## src/rtl/fetch_sequencer_if.sv

```systemverilog
// ----------------------------------------------------------------------------
// fetch_sequencer_if
//   Bundles the program-memory, PC-unit and ALU-facing signals of the fetch
//   sequencer.
//   master : the sequencer (drives memory request, PC control, ALU strobe, status)
//   slave  : the surrounding datapath (drives run, pc, memory data, ALU zero flag)
//   Signals:
//     run          level: execute (1) / stop at next instruction boundary (0)
//     pc           current PC from the PC unit
//     mem_rdata    program memory read data
//     mem_ready    read data valid this cycle
//     alu_zero     zero flag of the last ALU result
//     mem_addr     program memory address (pc while reading, else 0)
//     mem_rd       read request
//     pc_en        one-cycle strobe: PC unit applies pc_mode
//     pc_mode      00 inc, 01 dec, 10 load jump_target, 11 load ALU result
//     jump_target  registered operand byte (PC load data)
//     ir           instruction register
//     alu_go       one-cycle ALU start strobe
//     halted       HLT executed
//     fault        memory timeout occurred
// ----------------------------------------------------------------------------
interface fetch_sequencer_if;
    logic       run;
    logic [7:0] pc;
    logic [7:0] mem_rdata;
    logic       mem_ready;
    logic       alu_zero;
    logic [7:0] mem_addr;
    logic       mem_rd;
    logic       pc_en;
    logic [1:0] pc_mode;
    logic [7:0] jump_target;
    logic [7:0] ir;
    logic       alu_go;
    logic       halted;
    logic       fault;

    modport master (
        input  run, pc, mem_rdata, mem_ready, alu_zero,
        output mem_addr, mem_rd, pc_en, pc_mode, jump_target, ir,
               alu_go, halted, fault
    );

    modport slave (
        output run, pc, mem_rdata, mem_ready, alu_zero,
        input  mem_addr, mem_rd, pc_en, pc_mode, jump_target, ir,
               alu_go, halted, fault
    );
endinterface

```

## src/rtl/fetch_sequencer.sv

```systemverilog
// ----------------------------------------------------------------------------
// fetch_sequencer
//   Fetch/decode control stage of the calculator datapath. Reads the byte at
//   the current PC, decodes ir[7:4] and steers the PC unit (pc_en/pc_mode) and
//   the ALU (alu_go). JMP/JZ fetch a second operand byte into jump_target.
//   Ports:
//     clk   rising-edge clock
//     clr   synchronous active-high reset
//     bus   fetch_sequencer_if.master (memory, PC unit, ALU, status signals)
//   Parameter:
//     WAIT_MAX  consecutive non-ready read cycles tolerated before FAULT (1..255)
// ----------------------------------------------------------------------------
module fetch_sequencer #(
    parameter int WAIT_MAX = 15
) (
    input  logic               clk,
    input  logic               clr,
    fetch_sequencer_if.master  bus
);

    typedef enum logic [2:0] {
        IDLE, FETCH, DECODE, FETCH2, EXEC, HALT, FAULT
    } state_t;

    localparam logic [7:0] WAIT_LAST = 8'(WAIT_MAX - 1);

    state_t     state_q, state_d;
    logic [7:0] ir_q, ir_d;
    logic [7:0] jt_q, jt_d;
    logic [7:0] wait_q, wait_d;

    logic       mem_rd;
    logic [7:0] mem_addr;
    logic       pc_en;
    logic [1:0] pc_mode;
    logic       alu_go;
    logic       halted;
    logic       fault;
    logic       show_regs;

    function automatic logic [7:0] sat_inc(input logic [7:0] v);
        return (v == 8'hFF) ? v : v + 8'd1;
    endfunction

    always_ff @(posedge clk) begin
        if (clr) begin
            state_q <= IDLE;
            ir_q    <= 8'h00;
            jt_q    <= 8'h00;
            wait_q  <= 8'h00;
        end else begin
            state_q <= state_d;
            ir_q    <= ir_d;
            jt_q    <= jt_d;
            wait_q  <= wait_d;
        end
    end

    always_comb begin
        state_d   = state_q;
        ir_d      = ir_q;
        jt_d      = jt_q;
        wait_d    = wait_q;
        mem_rd    = 1'b0;
        mem_addr  = 8'h00;
        pc_en     = 1'b0;
        pc_mode   = 2'b00;
        alu_go    = 1'b0;
        halted    = 1'b0;
        fault     = 1'b0;
        show_regs = 1'b0;

        case (state_q)
            IDLE: begin
                if (bus.run) state_d = FETCH;
            end

            // Opcode and operand reads share one handshake and timeout;
            // a ready in the last allowed cycle still wins over the fault.
            FETCH, FETCH2: begin
                show_regs = 1'b1;
                mem_rd    = 1'b1;
                mem_addr  = bus.pc;
                if (bus.mem_ready) begin
                    wait_d = 8'h00;
                    if (state_q == FETCH) begin
                        ir_d    = bus.mem_rdata;
                        state_d = DECODE;
                    end else begin
                        jt_d    = bus.mem_rdata;
                        state_d = EXEC;
                    end
                end else if (wait_q >= WAIT_LAST) begin
                    state_d = FAULT;
                end else begin
                    wait_d = sat_inc(wait_q);
                end
            end

            DECODE: begin
                show_regs = 1'b1;
                pc_en     = 1'b1;
                state_d   = bus.run ? FETCH : IDLE;
                case (ir_q[7:4])
                    4'h1, 4'h2, 4'h3, 4'h4, 4'h5, 4'h6, 4'h7: alu_go = 1'b1;
                    // Step the PC onto the operand byte before reading it.
                    4'h8, 4'h9: state_d = FETCH2;
                    4'hA: pc_mode = 2'b11;
                    4'hB: pc_mode = 2'b01;
                    4'hF: begin
                        pc_en   = 1'b0;
                        state_d = HALT;
                    end
                    default: ;
                endcase
            end

            // Untaken JZ increments past the operand byte instead of loading.
            EXEC: begin
                show_regs = 1'b1;
                pc_en     = 1'b1;
                pc_mode   = (ir_q[7:4] == 4'h9 && !bus.alu_zero) ? 2'b00 : 2'b10;
                state_d   = bus.run ? FETCH : IDLE;
            end

            HALT:  halted = 1'b1;
            FAULT: fault  = 1'b1;
            default: state_d = IDLE;
        endcase
    end

    assign bus.mem_rd      = mem_rd;
    assign bus.mem_addr    = mem_addr;
    assign bus.pc_en       = pc_en;
    assign bus.pc_mode     = pc_mode;
    assign bus.alu_go      = alu_go;
    assign bus.halted      = halted;
    assign bus.fault       = fault;
    // Idle, halted and faulted states present all-zero outputs.
    assign bus.ir          = show_regs ? ir_q : 8'h00;
    assign bus.jump_target = show_regs ? jt_q : 8'h00;

endmodule

```

## src/flat_wrapper.sv

```systemverilog
// flat-port wrapper written by rule: the top's interface ports become plain ports
module fetch_sequencer_flat 
#(
    parameter int WAIT_MAX = 15
)
  (clk, clr, bus_run, bus_pc, bus_mem_rdata, bus_mem_ready, bus_alu_zero, bus_mem_addr, bus_mem_rd, bus_pc_en, bus_pc_mode, bus_jump_target, bus_ir, bus_alu_go, bus_halted, bus_fault);
  fetch_sequencer_if bus_i ();
  input  logic clk;
  input  logic clr;
  input wire logic [$bits(bus_i.run)-1:0] bus_run;
  input wire logic [$bits(bus_i.pc)-1:0] bus_pc;
  input wire logic [$bits(bus_i.mem_rdata)-1:0] bus_mem_rdata;
  input wire logic [$bits(bus_i.mem_ready)-1:0] bus_mem_ready;
  input wire logic [$bits(bus_i.alu_zero)-1:0] bus_alu_zero;
  output wire logic [$bits(bus_i.mem_addr)-1:0] bus_mem_addr;
  output wire logic [$bits(bus_i.mem_rd)-1:0] bus_mem_rd;
  output wire logic [$bits(bus_i.pc_en)-1:0] bus_pc_en;
  output wire logic [$bits(bus_i.pc_mode)-1:0] bus_pc_mode;
  output wire logic [$bits(bus_i.jump_target)-1:0] bus_jump_target;
  output wire logic [$bits(bus_i.ir)-1:0] bus_ir;
  output wire logic [$bits(bus_i.alu_go)-1:0] bus_alu_go;
  output wire logic [$bits(bus_i.halted)-1:0] bus_halted;
  output wire logic [$bits(bus_i.fault)-1:0] bus_fault;
  assign bus_i.run = bus_run;
  assign bus_i.pc = bus_pc;
  assign bus_i.mem_rdata = bus_mem_rdata;
  assign bus_i.mem_ready = bus_mem_ready;
  assign bus_i.alu_zero = bus_alu_zero;
  assign bus_mem_addr = bus_i.mem_addr;
  assign bus_mem_rd = bus_i.mem_rd;
  assign bus_pc_en = bus_i.pc_en;
  assign bus_pc_mode = bus_i.pc_mode;
  assign bus_jump_target = bus_i.jump_target;
  assign bus_ir = bus_i.ir;
  assign bus_alu_go = bus_i.alu_go;
  assign bus_halted = bus_i.halted;
  assign bus_fault = bus_i.fault;
  fetch_sequencer #(.WAIT_MAX(WAIT_MAX)) u_core (.clk(clk), .clr(clr), .bus(bus_i));
endmodule
```

## config.mk

```make
export PLATFORM = sky130hd
export DESIGN_NAME = fetch_sequencer_flat
export DESIGN_NICKNAME = d
export VERILOG_FILES = /design/src/rtl/fetch_sequencer_if.sv /design/src/rtl/fetch_sequencer.sv /design/src/flat_wrapper.sv
export SDC_FILE = /design/constraint.sdc
export NUM_CORES = 1
export LEC_CHECK = 0
export ABC_AREA = 1
export CORE_MARGIN = 5
export CORE_UTILIZATION = 29
export CTS_CLUSTER_DIAMETER = 100
export DETAILED_ROUTE_END_ITERATION = 10
export PLACE_DENSITY = 0.67
export SLEW_MARGIN = 10
export SYNTH_ARGS = -nofsm -noshare
export SYNTH_HDL_FRONTEND = slang
export SYNTH_SLANG_ARGS = --single-unit
export TNS_END_PERCENT = 30
```

## constraint.sdc

```tcl
create_clock -name clk -period 2.3 [get_ports clk]
set_input_delay 0.46 -clock clk [delete_from_list [all_inputs] [get_ports clk]]
set_output_delay 0.46 -clock clk [all_outputs]
set_load 0.02 [all_outputs]
```

# Word-level counts from Yosys, hierarchy flattened
# Index checks and enable logic that the tools add are counted.
[word_totals] latchBits=0 register_bits=27 in_bits=21 rom_bits=0 mem_count=0 elab_cells=67 out_inout_bits=31 mem_bits_rw=0
[op_classes] addsub=1 bitwise_logic=2 n_reduce_logical=12 shifts=0 n_mux=24 eq_ne=23 n_mul=0 order_cmp=1 n_div=0
[op_table] operator="8-bit two-way mux" n=6
[op_table] operator="4-bit equality test, second input constant" n=5
[op_table] operator="4-bit by 3-bit equality test with 1-bit output, second input constant" n=4
[op_table] operator="3-bit one-hot mux with 5 select lines" n=1
[op_table] operator="3-bit two-way mux" n=4
[op_table] operator="3-bit AND reduction" n=4
[op_table] operator="3-bit equality test, second input constant" n=3
[op_table] operator="8-bit by 1-bit adder with 8-bit output, second input constant" n=1
[op_table] operator="4-bit by 2-bit equality test with 1-bit output, second input constant" n=2
[op_table] operator="8-bit equality test, second input constant" n=1
[op_table] operator="8-bit by 4-bit greater-or-equal comparator with 1-bit output, second input constant" n=1
[op_table] operator="1-bit two-way mux" n=8
[op_table] operator="2-bit one-hot mux with 2 select lines" n=2
[op_table] operator="7-bit OR reduction" n=1
[op_table] operator="3-bit by 2-bit equality test with 1-bit output, second input constant" n=2
[op_table] operator="2-bit inequality test, second input constant" n=3
[op_table] operator="3-bit one-hot mux with 2 select lines" n=1
[op_table] operator="2-bit OR reduction" n=3
[op_table] operator="4-bit by 1-bit equality test with 1-bit output, second input constant" n=1
[op_table] operator="4-bit OR reduction" n=1
[op_table] operator="3-bit by 1-bit equality test with 1-bit output, second input constant" n=1
[op_table] operator="3-bit logical NOT" n=1
[op_table] operator="3-bit by 2-bit inequality test with 1-bit output, second input constant" n=1
[op_table] operator="2-bit two-way mux" n=1
[op_table] operator="4 further kinds" n=5

# Logic depth before layout (Yosys ltp)
# Gate-level depths: netlist (run 1).
[depth] depth_word=4 depth_mapped=11 mapped_depth_nobuf=11

# Least setup slack after synthesis (run 1)
# No wires, ideal clock.
[synth_timing] path_type="register to output" from="register u_core.state_q[1]" to="output bus_pc_mode[1]" required_ps=1840 arrival_ps=1412 path_slack_ps=428 path_buffers=0 path_stages_with_launch=5 path_cell_list="dfxtp_1 nand3_4 nor3_2 nand2_1 a21oi_1"
[synth_via] elab_chain_len=2 elab_cells_between_ends=3 cone_classes="2 x eq/ne; 1 x mux"
[synth_lines] item="start: declaration" line="fetch_sequencer.sv:27" text="state_t state_q, state_d;"
[synth_lines] item="start signal: assignment" line="fetch_sequencer.sv:52" text="state_q <= state_d;"
[synth_lines] item="3-bit equality test / 3-bit by 2-bit equality test with 1-bit output (equally long branches)" line="fetch_sequencer.sv:73" text="case (state_q)"
[synth_lines] item="2-bit one-hot mux with 2 select lines *" line="fetch_sequencer.sv:73"
[synth_lines] item="end: declaration" line="flat_wrapper.sv:18" text="output wire logic [$bits(bus_i.pc_mode)-1:0] bus_pc_mode;"
# Mark *: on every way between the ends. The rest lies on a longest branch, timed or not.

# Worst setup path after layout (run 1)
[layout_timing] from="register u_core.state_q[0]" to="output bus_pc_en"
[layout_via] elab_chain_len=2 elab_cells_between_ends=3 cone_classes="2 x eq/ne; 1 x mux"
[layout_lines] item="3-bit equality test / 3-bit by 2-bit equality test with 1-bit output (equally long branches)" line="fetch_sequencer.sv:73"
[layout_lines] item="1-bit one-hot mux with 2 select lines *" line="fetch_sequencer.sv:73"
[layout_lines] item="end: declaration" line="flat_wrapper.sv:17" text="output wire logic [$bits(bus_i.pc_en)-1:0] bus_pc_en;"
# Marked as above.

==> results.md, run 1 <==
* Starting DRT DRC Count at 55
* Crit end category: primary output
* Critical R2R Capture: u_core.wait_q[3]$_SDFFE_PP0P_
* Arr. time, crit path at 1.73 ns
* Grt ovf at 0
* Seq/Total Area, Yosys at ~35%
* Req. time, crit path at roughly 1.8 ns
* Distinct cell type count after synthesis at 26
* Max FO, Critical Path at 7
* Synthesized area at roughly 1600 µm²
* Minimum clock period at roughly 2.2 ns
* CP Launch Type: register
* Layout cells sized above 1 at 10.3%
* Reg-to-reg slack, setup at between 0.7 and 0.8 ns
* Core area at about 5200 µm²
* Via density at 4.35
* Reg2reg path depth at 11
* Post-CTS setup buffers at 0
* Mapped Cells at roughly 240
* Worst Tran Pin Value at 0.458 ns
* Clock transition at path regs at approximately 0.090 ns
* Clk_skew at ~0.0014 ns
* Avg Cell Area, Syn at 6.57 µm²
* Multi-input logic area at roughly 800 µm²
* Initial Util at between 30% and 40%
* Clock Latency Late Sink at between 0.2 and 0.3 ns
* Synth warn at 0
* Die area at ~7000 µm²
* Worst min path class: reg -> reg
* WHS Endpoint: u_core.jt_q[6]$_SDFFE_PP0P_
* Rel. slew slack at 69.4%
* Fin nets at between 300 and 400
* Leak Pwr at 1.34 nW
* CTS tree: built
* Die Span Y at 83.4 µm
* Initial antenna violation count at 0
* Pwr dens at 755 nW/µm²
* Tcrit/Tclk final at a little over nine tenths
* Post-DP HPWL at around 3.0 mm
* Pin count of the biggest net entering global routing at 19
* TritonCTS buffer count at 3
* DRC viols at 0
* Status: complete, no violations
* Final Util at between 40% and 50%
* Wirelength per Cell at ~11 µm
* Vias at about 1600
* FILL cells at 539
* H-tree Lvls at 1
* Crit path cell chain: inv_1, nand3_4, o21ai_0, clkdlybuf4s50_1
* Cell area after layout at 2230 µm²
* GPL Wtd Cong at between 0.7 and 0.8
* FMAX at ~0.46 GHz
* Clk sinks at 27
* Final wirelength at roughly 4 mm
* Placed Area at 2130 µm²
* Hold Path Origin: u_core.jt_q[6]$_SDFFE_PP0P_
* Final setup fails at 0
* Hold bufs inserted after CTS at 0
* Synthesized Nets at around 260
* IO buf count at about 50
* DRT antenna net count at 0
* Area Overhead vs Synth at 42.8%
* Largest stage delay on the critical path at around 0.63 ns
* Worst Hold Path Cells at 2
* Num rows at 26
* Worst reg2reg path startpoint: u_core.wait_q[0]$_SDFFE_PP0P_
* I/O pin total at 52
* Max clock buf depth at 2
* Root buf cell: clkbuf_8
* Max-cap violations at 0
* Critical path type: reg -> out
* Die X-Extent at around 83 µm
* Register bit total from synthesis at 27
* Crit-path slowest cell: clkdlybuf4s50_1
* Max Slew Vio Count at 0
* Number of global-route vias before repair at ~1600
* All-Layer GR Usage at between 10% and 20%
* Pre-CTS WS at roughly 0.11 ns
* First-pass GRT wire length at approximately 6.6 mm
* Ant. Diodes at 0
* TNS Setup at 0 ns
* Setup WS post-layout at ~0.11 ns
* VDD IR max at ~0.00026 V
* Register area at around 540 µm²
* Unrepaired setup endpoints after global routing: false
* DR pass1 iterations at 4
* Fin. Hold Viols at 0
-- metal layers --
metal / GRT usage [%] / share of wire [%] / vias to the layer above
li1: - / - / 831
met1: 13.2 / 48 / 680
met2: 19.2 / 43 / 50
met3: 2.67 / 6.9 / 5
met4: 5.26 / 2.0 / 0
met5: 0 / 0 / -
-- power breakdown --
| part | switching [mW] | internal [mW] |
|---|---|---|
| logic | 0.502 | 0.327 |
| registers | 0.0576 | 0.530 |
| clock network | 0.148 | 0.122 |
-- per-stage QoR --
stage               hold WS, ns  power [mW]  cells
floorplan                 0.424        1.15    238
detailed placement        0.438        1.40    355
global route              0.473        1.82    360
global placement          0.435        1.39    355
finish                    0.451        1.69    360
CTS                       0.453        1.71    360
-- cell usage in the layout (no fill, tap or decap) --
master,count
nand2_1,46
o21ai_0,21
or2_0,1
xor2_1,2
nor3_1,3
a21oi_2,1
nand2_2,4
a311oi_1,1
buf_4,3
nand3_4,4
inv_2,4
dfxtp_1,26
clkbuf_8,3
clkinv_2,1
nand3_2,3
nor4_1,1
nand2_4,1
nand3_1,8
nand4_1,1
dlygate4sd2_1,4
a21oi_1,20
inv_1,51
nor2_1,25
clkdlybuf4s50_1,31
dfxtp_2,1
nor2_2,3
ha_1,2
dlymetal6s2s_1,16
clkinv_1,1
or2_4,1
nor3_2,1
-- registers in the layout (all words and copies together), names as in the netlist --
signal          count
u_core.jt_q         8
u_core.ir_q         8
u_core.wait_q       8
u_core.state_q      3
-- cell type report --
type | instances | share of cell area, %
tap | 70 | 3.92
timing repair buffer | 54 | 25.4
clock buffer | 3 | 1.85
inverter | 56 | 9.41
multi-input combinational | 149 | 34.9
sequential | 27 | 24.3
clock inverter | 1 | 0.224
-- worst max-delay path: cells and delay by family, from the launching register on --
| family | cells | cell delay [ns] |
|---|---|---|
| buffers and inverters | 2 | 0.74 |
| DFF | 1 | 0.36 |
| AOI/OAI and AO/OA | 1 | 0.20 |
| and+or+nand+nor | 1 | 0.14 |
-- how the worst max path moves through the flow --
stage                                         from              to  slack [ns]  cells past startpoint
finish              u_core.state_q[0]$_SDFFE_PP0P_       bus_pc_en        0.11                      4
global route        u_core.state_q[2]$_SDFFE_PP0P_       bus_pc_en       0.008                      4
CTS                 u_core.state_q[0]$_SDFFE_PP0P_       bus_ir[1]      -0.009                      5
detailed placement                    bus_alu_zero  bus_pc_mode[1]        0.11                      4
global placement                      bus_alu_zero  bus_pc_mode[1]        0.13                      4
floorplan           u_core.state_q[1]$_SDFFE_PP0P_  bus_pc_mode[1]        0.43                      4
-- synthesized netlist by cell type --
library cell,number,area (µm²)
inv_1,51,191
nand2_1,47,176
dfxtp_1,27,541
nor2_1,25,93.8
o21ai_0,21,105
a21oi_1,20,100
nand3_1,8,40.0
buf_6,4,45.0
inv_2,4,15.0
nand2_2,4,25.0
nand3_2,3,30.0
nand3_4,3,52.6
nor2_2,3,18.8
nor3_1,3,15.0
buf_2,2,10.0
ha_1,2,25.0
xor2_1,2,17.5
a21oi_2,1,8.76
a311oi_1,1,8.76
clkbuf_1,1,3.75
clkinv_1,1,3.75
nand4_1,1,6.26
nor3_2,1,10.0
nor4_1,1,6.26
or2_0,1,6.26
or2_4,1,8.76
-- logic make-up after synthesis --
logic type               synth area share [%]
buffers and inverters                    17.2
AO/OA/AOI/OAI                            14.2
adder cells (fa/ha/maj)                  1.60
flip-flops                               34.6
XOR/XNOR                                 1.12
AND/OR/NAND/NOR                          31.3
-- what timing repair did --
item	CTS	global route
endpoints found under the setup margin	17	23
pin swaps	1	0
resized for setup	6	18
gates cloned	1	0
Power figures use the tool's default switching activity.
==> run 2, diff against run 1 <==
--- a/config.mk
+++ b/config.mk
@@ -10,7 +10,6 @@
 export CORE_UTILIZATION = 29
 export CTS_CLUSTER_DIAMETER = 100
 export DETAILED_ROUTE_END_ITERATION = 10
-export PLACE_DENSITY = 0.67
 export SLEW_MARGIN = 10
 export SYNTH_ARGS = -nofsm -noshare
 export SYNTH_HDL_FRONTEND = slang
==> run 2 against run 1 <==
Sequential power decreased by 1%. Fmax decreased by 1.2%. Final area decreased by 3.2%. Utilization decreased by 1.4 points. First-iteration DRC count increased by 38%. Routed wire length decreased by 4.9%. Sequential share of layout area increased by 0.76 points. Critical path type unchanged.
==> results.md, run 2 (synthesis gave the netlist of run 1 again) <==
* Biggest regs: u_core.ir_q (8), u_core.jt_q (8), u_core.wait_q (8)
* Area Overhead vs Synth at 38.2%
* IO buf count at 51 (unchanged)
* Root buf cell: clkbuf_8
* Initial antenna violation count at 0 (unchanged)
* VDD IR max at 0.000255 V (-2.7%)
* Number of global-route vias before repair at 1456 (-6.7%)
* Die Span Y at 83.4 µm (unchanged)
* Clk_skew at 0.00816 ns (+0.00677 ns)
* DR pass1 iterations at 4 (unchanged)
* Placed Area at 2130 µm² (unchanged)
* TritonCTS buffer count at 3 (unchanged)
* Tcrit/Tclk final at 96.3% (+1.2 points)
* Crit end category: primary output
* Cell area after layout at 2160 µm² (-3.2%)
* Hold slack at 0.450 ns (-0.000878 ns)
* Max Slew Vio Count at 0 (unchanged)
* Minimum clock period at 2.22 ns (+0.0274 ns)
* CP Launch Type: register
* Vias at 1533 (-2.1%)
* First-pass GRT wire length at 6.47 mm (-2.7%)
* Die area at 6960 µm² (unchanged)
* Layout cells sized above 1 at 9.34% (-1.0 points)
* Core area at 5170 µm² (unchanged)
* Num rows at 26 (unchanged)
* Fin cells at 359 (-0.28%)
* Clock Latency Late Sink at 0.27 ns (about the same)
* I/O pin total at 52 (unchanged)
* Clk sinks at 27 (unchanged)
* Critical path type: reg -> out
* CTS tree: built
* Worst Tran Pin Value at 0.476 ns (+0.0179 ns)
* FMAX at 0.451 GHz (-1.2%)
* Ant. Diodes at 0 (unchanged)
* Final setup fails at 0 (unchanged)
* Starting DRT DRC Count at 76 (+38%)
* All-Layer GR Usage at 10.7% (-0.49 points)
* Placed cells at 355 (unchanged)
* Post-DP HPWL at 2.88 mm (-2.8%)
* Max FO, Critical Path at 8 (+1)
* Die X-Extent at 83.4 µm (unchanged)
* Most frequent cells in the layout: inv_1, nand2_1, clkdlybuf4s50_1
* Fin. Hold Viols at 0 (unchanged)
* Hold bufs inserted after CTS at 0 (unchanged)
* Clock transition at path regs at 0.10 ns (about the same)
* Max-cap violations at 0 (unchanged)
* Arr. time, crit path at 1.76 ns (+0.03 ns)
* GPL Wtd Cong at 0.770 (-2.9%)
* Req. time, crit path at 1.84 ns (about the same)
* DRT antenna net count at 0 (unchanged)
* Initial Util at 30.2% (unchanged)
* Final wirelength at 3.70 mm (-4.9%)
* Status: complete, no violations
* Most common cell after layout, fill and taps aside: inv_1
* Max clock buf depth at 2 (unchanged)
* Pwr dens at 760 nW/µm² (+0.67%)
* Rel. slew slack at 68.3% (-1.1 points)
* Leak Pwr at 1.15 nW (-15%)
* Via density at 4.27 (-1.8%)
* Fin nets at 313 (-0.32%)
* Worst min path class: reg -> reg
* Pin count of the biggest net entering global routing at 19 (unchanged)
* H-tree Lvls at 1 (unchanged)
* DRC viols at 0 (unchanged)
* Grt ovf at 0 (unchanged)
* Final Util at 41.8% (-1.4 points)
* Wirelength per Cell at 10.3 µm (-4.7%)
## run 2: changes by cell type in the layout (fill, tap and decap cells not counted)
cell and change:
dfxtp_1 +1, nand3_4 -1, nand2_4 -1, dfxtp_2 -1, clkinv_2 -1, clkinvlp_4 +1
dlygate4sd2_1 +13, dlymetal6s2s_1 -13, nand2_1 +1
## run 2: final cells by class
| class | count | area, µm² |
|---|---|---|
| Clock buffer | 3 | 41.3 |
| Clock inverter | 1 | 7.51 |
| Fill cell | 562 | 3010 |
| Inverter | 56 | 210 |
| Multi-Input combinational cell | 148 | 754 |
| Sequential cell | 27 | 541 |
| Tap cell | 70 | 87.6 |
| Timing Repair Buffer | 54 | 519 |
## run 2: metal layers
| metal | GRT usage (%) | vias to the layer above | wire [µm] |
|---|---|---|---|
| met5 | 0 | - | 0 |
| met4 | 3.80 | 0 | 36 |
| met3 | 3.17 | 2 | 295 |
| met2 | 16.5 | 46 | 1530 |
| met1 | 14.2 | 657 | 1840 |
| li1 | - | 828 | - |
## run 2: path summary, 6_finish.rpt
check                                 start                       endpoint  slack (ns)  cells past startpoint
max          u_core.state_q[0]$_SDFFE_PP0P_                bus_mem_addr[0]        0.08                      4
min             u_core.jt_q[2]$_SDFFE_PP0P_    u_core.jt_q[2]$_SDFFE_PP0P_        0.45                      2
max reg2reg   u_core.wait_q[0]$_SDFFE_PP0P_  u_core.wait_q[3]$_SDFFE_PP0P_        0.79                     11
min reg2reg     u_core.jt_q[2]$_SDFFE_PP0P_    u_core.jt_q[2]$_SDFFE_PP0P_        0.45                      2
## run 2: what timing repair did
action / 4_1_cts / 5_1_grt
cloned: 0 / 0
gates resized for setup: 17 / 3
hold endpoints to repair: 0 / 0
setup buffers: 0 / 0
endpoints found under the setup margin: 17 / 3
pin swaps: 1 / 0
## run 2: report_power, final
group          internal, mW  switching [mW]
registers             0.528          0.0537
clock network         0.123           0.153
logic                 0.300           0.485
total                 0.951           0.691
## run 2: metrics by stage
stage          power (mW)  setup TNS (ns)  worst slack (ns)
2_1_floorplan        1.15               0             0.428
4_1_cts              1.67               0            0.0540
3_3_place_gp         1.40               0             0.123
5_1_grt              1.77        -0.00392          -0.00392
3_5_place_dp         1.41               0            0.0899
6_report             1.64               0            0.0849
## run 2: worst max-delay path: stages (launching register included)
cell	delay, ns
dfxtp_1	0.43
nand2_2	0.16
buf_4	0.20
nor2_1	0.09
clkdlybuf4s50_1	0.61
==> run 3, diff against run 2 <==
--- a/config.mk
+++ b/config.mk
@@ -6,7 +6,7 @@
 export NUM_CORES = 1
 export LEC_CHECK = 0
 export ABC_AREA = 1
-export CORE_MARGIN = 5
+export CORE_MARGIN = 2
 export CORE_UTILIZATION = 29
 export CTS_CLUSTER_DIAMETER = 100
 export DETAILED_ROUTE_END_ITERATION = 10
==> run 3 against run 2 <==
Fmax fell by 2.9%. Clock skew up 0.0046 ns. Die area down 14%. Utilization increased by 1.3 points. Setup slack got worse by 0.065 ns. Critical path type unchanged. Critical endpoint is now bus_ir[1].
==> results.md, run 3 (synthesis gave the netlist of run 1 again) <==
* Initial Util at 30.4% (+0.19 points)
* Post-CTS setup buffers at 0 (unchanged)
* Req. time, crit path at 1.84 ns (about the same)
* Tot Pwr at 1.69 mW (+2.8%)
* H-tree Lvls at 1 (unchanged)
* Worst min path class: reg -> reg
* All-Layer GR Usage at 12.8% (+2.1 points)
* Area Overhead vs Synth at 41.5%
* Rel. slew slack at 68.6% (+0.36 points)
* Crit end category: primary output
* Most common cell after layout, fill and taps aside: inv_1
* Die area at 6000 µm² (-14%)
* Number of global-route vias before repair at 1430 (-1.8%)
* Unrepaired setup endpoints after global routing: true
* Die X-Extent at 77.4 µm (-7.2%)
* Final setup fails at 0 (unchanged)
* Biggest regs: u_core.ir_q (8), u_core.jt_q (8), u_core.wait_q (8)
* FMAX at 0.439 GHz (-2.9%)
* TritonCTS buffer count at 3 (unchanged)
* Fin. Hold Viols at 0 (unchanged)
* Starting DRT DRC Count at 63 (-17%)
* Post-DP HPWL at 2.83 mm (-1.8%)
* IO buf count at 51 (unchanged)
* Die Span Y at 77.4 µm (-7.2%)
* Via density at 4.37 (+2.3%)
* Wirelength per Cell at 10.4 µm (+0.93%)
* Num rows at 26 (unchanged)
* Root buf cell: clkbuf_8
* Max clock buf depth at 2 (unchanged)
* Worst reg2reg path startpoint: u_core.wait_q[0]$_SDFFE_PP0P_
* Fin nets at 314 (+0.32%)
* CP Launch Type: register
* Ant. Diodes at 0 (unchanged)
* Clock Latency Late Sink at 0.28 ns (about the same)
* DR pass1 iterations at 4 (unchanged)
* Leak Pwr at 1.17 nW (+1.8%)
* Pwr dens at 763 nW/µm² (+0.40%)
* Grt ovf at 0 (unchanged)
* Tcrit/Tclk final at 99.1% (+2.8 points)
* Reg-to-reg slack, setup at 0.76 ns (-0.03 ns)
* I/O pin total at 52 (unchanged)
* Vias at 1573 (+2.6%)
* Minimum clock period at 2.28 ns (+0.0650 ns)
* Most frequent cells in the layout: inv_1, nand2_1, clkdlybuf4s50_1
* TNS Setup at 0 ns (unchanged)
* Max-cap violations at 0 (unchanged)
* Reg2reg path depth at 11 (unchanged)
* DRT antenna net count at 0 (unchanged)
* Pin count of the biggest net entering global routing at 19 (unchanged)
* VDD IR max at 0.000299 V (+17%)
* Critical Path End: bus_ir[1]
* Critical R2R Capture: u_core.wait_q[3]$_SDFFE_PP0P_
* Final wirelength at 3.75 mm (+1.2%)
* Hold bufs inserted after CTS at 0 (unchanged)
* Max Slew Vio Count at 0 (unchanged)
* GPL Wtd Cong at 0.784 (+1.8%)
* CTS tree: built
* Worst Tran Pin Value at 0.470 ns (-0.00540 ns)
* First-pass GRT wire length at 6.42 mm (-0.65%)
* Status: complete, no violations
* Critical path origin: u_core.state_q[2]$_SDFFE_PP0P_
* Layout cells sized above 1 at 10.0% (+0.66 points)
* Clock transition at path regs at 0.10 ns (about the same)
* Max FO, Critical Path at 8 (unchanged)
* Initial antenna violation count at 0 (unchanged)
* Core area at 5140 µm² (-0.63%)
* Arr. time, crit path at 1.82 ns (+0.06 ns)
* Clk_skew at 0.0128 ns (+0.00465 ns)
* Critical path type: reg -> out
* FILL cells at 575 (+2.3%)
* DRC viols at 0 (unchanged)
* Clk sinks at 27 (unchanged)
[run 3: worst min-delay path by stage]
stage                                startpoint                           to  slack, ns  cells past startpoint
global placement    u_core.jt_q[7]$_SDFFE_PP0P_  u_core.jt_q[7]$_SDFFE_PP0P_       0.44                      2
global route        u_core.jt_q[3]$_SDFFE_PP0P_  u_core.jt_q[3]$_SDFFE_PP0P_       0.48                      2
detailed placement  u_core.jt_q[7]$_SDFFE_PP0P_  u_core.jt_q[7]$_SDFFE_PP0P_       0.44                      2
finish              u_core.jt_q[0]$_SDFFE_PP0P_  u_core.jt_q[0]$_SDFFE_PP0P_       0.45                      2
CTS                 u_core.jt_q[7]$_SDFFE_PP0P_  u_core.jt_q[7]$_SDFFE_PP0P_       0.45                      2
floorplan           u_core.jt_q[0]$_SDFFE_PP0P_  u_core.jt_q[0]$_SDFFE_PP0P_       0.42                      2
[run 3: what timing repair did]
action                                 CTS  global route
endpoints found under the hold margin    0             0
cloned                                   1             0
pin swaps                                1             0
setup endpoints to repair               17            26
resized for setup                        3             8
[run 3: through the flow]
| stage | hold WS, ns | instances | utilization (%) | instance area (µm²) | setup slack [ns] |
|---|---|---|---|---|---|
| global placement | 0.436 | 355 | 41.4 | 2130 | 0.133 |
| floorplan | 0.424 | 238 | - | 1560 | 0.428 |
| detailed placement | 0.439 | 355 | 41.4 | 2130 | 0.0630 |
| CTS | 0.454 | 360 | 42.7 | 2190 | -0.00133 |
| global route | 0.479 | 360 | 43.1 | 2210 | -0.102 |
| finish | 0.453 | 360 | 43.1 | 2210 | 0.0198 |
[run 3: metal layers]
metal	vias up	part of all wire [%]	track usage, %
met5	-	0	0
met4	0	0.91	4.29
met3	2	5.4	2.91
met2	36	47	22.8
met1	702	47	15.2
li1	833	-	-
[run 3: cell type report]
type	instances	area (µm²)	area share (%)
tap	70	87.6	3.96
clock buffer	3	41.3	1.87
inverter	56	210	9.50
multi-input combinational	149	774	35.0
timing repair buffer	54	552	24.9
clock inverter	1	7.51	0.339
sequential	27	541	24.4
[run 3: worst max-delay path, stage by stage, from the launching register on]
cell	delay [ns]
dfxtp_1	0.36
inv_2	0.11
nand2_2	0.16
nand3_4	0.19
nand2_1	0.07
inv_1	0.06
clkdlybuf4s50_1	0.59
[run 3: report_power, final]
part           switching (mW)  internal [mW]  leakage, nW
combinational           0.508          0.324        0.928
clock                   0.153          0.123       0.0217
sequential             0.0529          0.528        0.219
total                   0.713          0.975         1.17
==> RTL change 1 (config.mk and constraints of run 2) <==
The 7 states of `state_t` get a Gray code encoding in 3 bits.
--- a/src/rtl/fetch_sequencer.sv
+++ b/src/rtl/fetch_sequencer.sv
@@ -19,7 +19,7 @@
 );
 
     typedef enum logic [2:0] {
-        IDLE, FETCH, DECODE, FETCH2, EXEC, HALT, FAULT
+        IDLE = 3'b000, FETCH = 3'b001, DECODE = 3'b011, FETCH2 = 3'b010, EXEC = 3'b110, HALT = 3'b111, FAULT = 3'b101
     } state_t;
 
     localparam logic [7:0] WAIT_LAST = 8'(WAIT_MAX - 1);
Formal check against the unedited RTL: no difference found for any inputs over 10 cycles, from zero or initial values; not proved beyond that.
==> RTL change 1 against run 2 <==
  * Count of clock-buffer cells in the layout did not move
  * Area after synthesis down 9.9%
  * Non-clock buffer count grew 3
  * Routed wire length decreased by 0.32%
  * Sequential power grew 5.7%
  * Design area down 3.4%
  * Sequential share of layout area increased by 1.0 points
  * Clock skew is 0.0025 ns lower
  * Total power up 8.7%
  * Setup slack better by 0.026 ns
  * Sequential cell count did not move
  * Critical endpoint is now bus_pc_mode[0]
  * Highest routed layer unchanged
==> RTL change 1: results (changes against run 2) <==
Core Util, Final: 44.2% (+2.4 points)
global-route wire length before repair: 6.15 mm (-4.8%)
CP peak stage delay: 0.65 ns (+0.04 ns)
Leakage Power: 1.17 nW (+2.0%)
largest net degree at the start of global routing: 22 (+3)
sequential fraction of the synthesis area: 38.4% (+3.8 points)
Gates resized, CTS repair: 11 (-6)
Worst Hold Path EP: u_core.wait_q[5]
critical hold path startpoint: u_core.wait_q[5]
Tot GR Track Use: 11.8% (+1.1 points)
Clock Skews: 0.00565 ns (-0.00251 ns)
Final Wtd Congestion: 0.815 (+5.8%)
synth top area cells: dfxtp_1 (38%), nor2_1 (11%), inv_1 (10%)
CP Data Arrival Time: 1.73 ns (-0.03 ns)
Layout Cells excl Fill: 330 (-8.1%)
via count: 1416 (-7.6%)
Initial DRC Count: 81 (+6.6%)
Place WS: 0.144 ns (+0.0541 ns)
Post-DP Area: 2000 um^2 (-5.7%)
# fillers: 512 (-8.9%)
R2R setup slack: 0.83 ns (+0.04 ns)
cells after synthesis: 209 (-12%)
status: finished clean
Synth Net Count: 232 (-11%)
number of global-route vias before repair: 1322 (-9.2%)
r2r endpoint: u_core.wait_q[2]
Worst slew margin: 66.7% (-1.6 points)
top cells by count, synth: nor2_1 (40), inv_1 (38), dfxtp_1 (27)
WL per Instance: 11.2 um (+8.4%)
wl on met1: 1.80 mm (-2.2%)
nets: 287 (-8.3%)
met2 wire length: 1.71 mm (+11%)
Int Pwr: 0.00101 W (+6.4%)
DP HPWL: 2.81 mm (-2.5%)
Seq. pwr: 0.000615 W (+5.7%)
Sw Share: 43.3% (+1.2 points)
fmax: 457 MHz (+1.2%)
Setup crit start: u_core.state_q[2]
DR WL met3: 122 um (-59%)
maximum VDD drop: 297 uV (+16%)
-- RTL change 1: metal layers --
metal / vias to the layer above / track usage (%)
met1: 627 / 16.5
li1: 763 / -
met5: - / 0
met4: 0 / 4.30
met3: 4 / 1.47
met2: 22 / 18.5
-- RTL change 1: area by class of cell --
type                    instances  share of cell area [%]
multi-input cells             136                    32.5
repair buffers                 57                    28.1
flip-flops and latches         27                    26.1
inverters                      39                    7.01
well taps                      67                    4.01
clock buffers                   3                    1.98
clock inverters                 1                   0.359
-- RTL change 1: kinds of logic (layout without fill, tap and decap cells) --
family | Yosys count | count (layout) | share of synthesized area, %
AOI/OAI and AO/OA | 49 | 49 | 18.4
adders and majority gates | 2 | 2 | 1.78
and+or+nand+nor | 84 | 84 | 27.4
xor gates and xnor gates | 1 | 1 | 0.622
DFF | 27 | 27 | 38.4
buffers and inverters | 46 | 100 | 13.5
==> RTL change 2 (settings of run 2) <==
Without the edit above. `WAIT_MAX` is set to 15 in 2 places; all go to 7.
--- a/src/rtl/fetch_sequencer.sv
+++ b/src/rtl/fetch_sequencer.sv
@@ -11,7 +11,7 @@
 //     WAIT_MAX  consecutive non-ready read cycles tolerated before FAULT (1..255)
 // ----------------------------------------------------------------------------
 module fetch_sequencer #(
-    parameter int WAIT_MAX = 15
+    parameter int WAIT_MAX = 7
 ) (
     input  logic               clk,
     input  logic               clr,
--- a/src/flat_wrapper.sv
+++ b/src/flat_wrapper.sv
@@ -1,7 +1,7 @@
 // flat-port wrapper written by rule: the top's interface ports become plain ports
 module fetch_sequencer_flat 
 #(
-    parameter int WAIT_MAX = 15
+    parameter int WAIT_MAX = 7
 )
   (clk, clr, bus_run, bus_pc, bus_mem_rdata, bus_mem_ready, bus_alu_zero, bus_mem_addr, bus_mem_rd, bus_pc_en, bus_pc_mode, bus_jump_target, bus_ir, bus_alu_go, bus_halted, bus_fault);
   fetch_sequencer_if bus_i ();
Check against the original RTL: not equivalent (a bounded check fails within 10 cycles, from zero or initial values).
==> RTL change 2 against run 2 <==
  * Routed wire length shrank 7.3%
  * Critical path depth is the same
  * Sequential power grew 1%
  * Clock power shrank 4%
  * Hold slack lost 0.0084 ns
  * Design area shrank 4.0%
  * Die area shrank 7.1%
  * First-iteration DRC count shrank 53%
  * Setup slack gained 0.056 ns
  * Global-route usage grew 0.57 points
  * Total power grew 5.9%
  * Sequential cell count is the same
  * Area after synthesis shrank 8.0%
  * Combinational power grew 13%
==> RTL change 2: results (changes against run 2) <==
met3 global-route usage: 3.14% (-0.029 points)
wl on met1: 1.57 mm (-15%)
sequential fraction of the synthesis area: 37.6% (+3.0 points)
r2r endpoint: u_core.jt_q[7]
Reg power frac: 33.9% (-1.5 points)
Top Registers: u_core.ir_q (8), u_core.jt_q (8), u_core.wait_q (8)
Initial DRC Count: 36 (-53%)
global-route wire length before repair: 5.98 mm (-7.6%)
layout cells sized above 1: 6.91% (-2.4 points)
status: finished clean
Synth Net Count: 244 (-6.5%)
async set-reset flop share out of synthesis: 0% (unchanged)
synth top area cells: dfxtp_1 (38%), inv_1 (12%), nand2_1 (12%)
Final Wtd Congestion: 0.824 (+6.9%)
largest net degree at the start of global routing: 17 (-2)
Int Pwr: 0.00103 W (+8.1%)
Syn Area/Cell: 6.51 um^2 (-0.92%)
min cycle time layout: 2.16 ns (-0.0556 ns)
GRT met1 Usage: 13.8% (-0.46 points)
Critical Path Fanout Max: 11 (+3)
DR WL met3: 322 um (+9.2%)
ant diodes: 0 (unchanged)
Worst Hold Path EP: u_core.wait_q[5]
Leakage Power: 1.12 nW (-2.4%)
# fillers: 523 (-6.9%)
critical hold path startpoint: u_core.wait_q[5]
top cells by count, synth: inv_1 (46), nand2_1 (45), nor2_1 (33)
Worst Setup EP: bus_mem_addr[2]
Post-DP Area: 2040 um^2 (-4.1%)
nets: 299 (-4.5%)
Via density: 4.19 (-1.9%)
Clock Skews: 0.00307 ns (-0.00509 ns)
R2R cell count: 6 (-5)
Tot GR Track Use: 11.3% (+0.57 points)
placed cells: 338 (-4.8%)
Comb power frac: 50.8% (+3.0 points)
met2 Usage GRT: 19.5% (+2.9 points)
WL per Instance: 10.0 um (-2.7%)
hold_ws: 0.442 ns (-0.00836 ns)
-- RTL change 2: repair_timing --
action,CTS,global route
setup endpoints to repair,18,4
setup buffers,0,0
resized for setup,18,4
-- RTL change 2: critical path: stages, from the launching register on --
cell	delay (ns)
dfxtp_1	0.45
nand2_2	0.09
buf_4	0.19
nor2_1	0.09
clkdlybuf4s50_1	0.61
-- RTL change 2: area by class of cell --
type	instances	area, um^2	area share, %
Sequential cell	27	541	26.1
Clock buffer	4	45.0	2.17
Tap cell	67	83.8	4.04
Timing Repair Buffer	57	553	26.7
Multi-Input combinational cell	140	676	32.6
Inverter	47	176	8.50
-- RTL change 2: cell families after synthesis --
family | share of synthesized area (%)
AND/OR/NAND/NOR | 30.8
buffers and inverters | 15.8
AO/OA/AOI/OAI | 13.5
flip-flops | 37.6
adder cells (fa/ha/maj) | 1.74
XOR/XNOR | 0.609
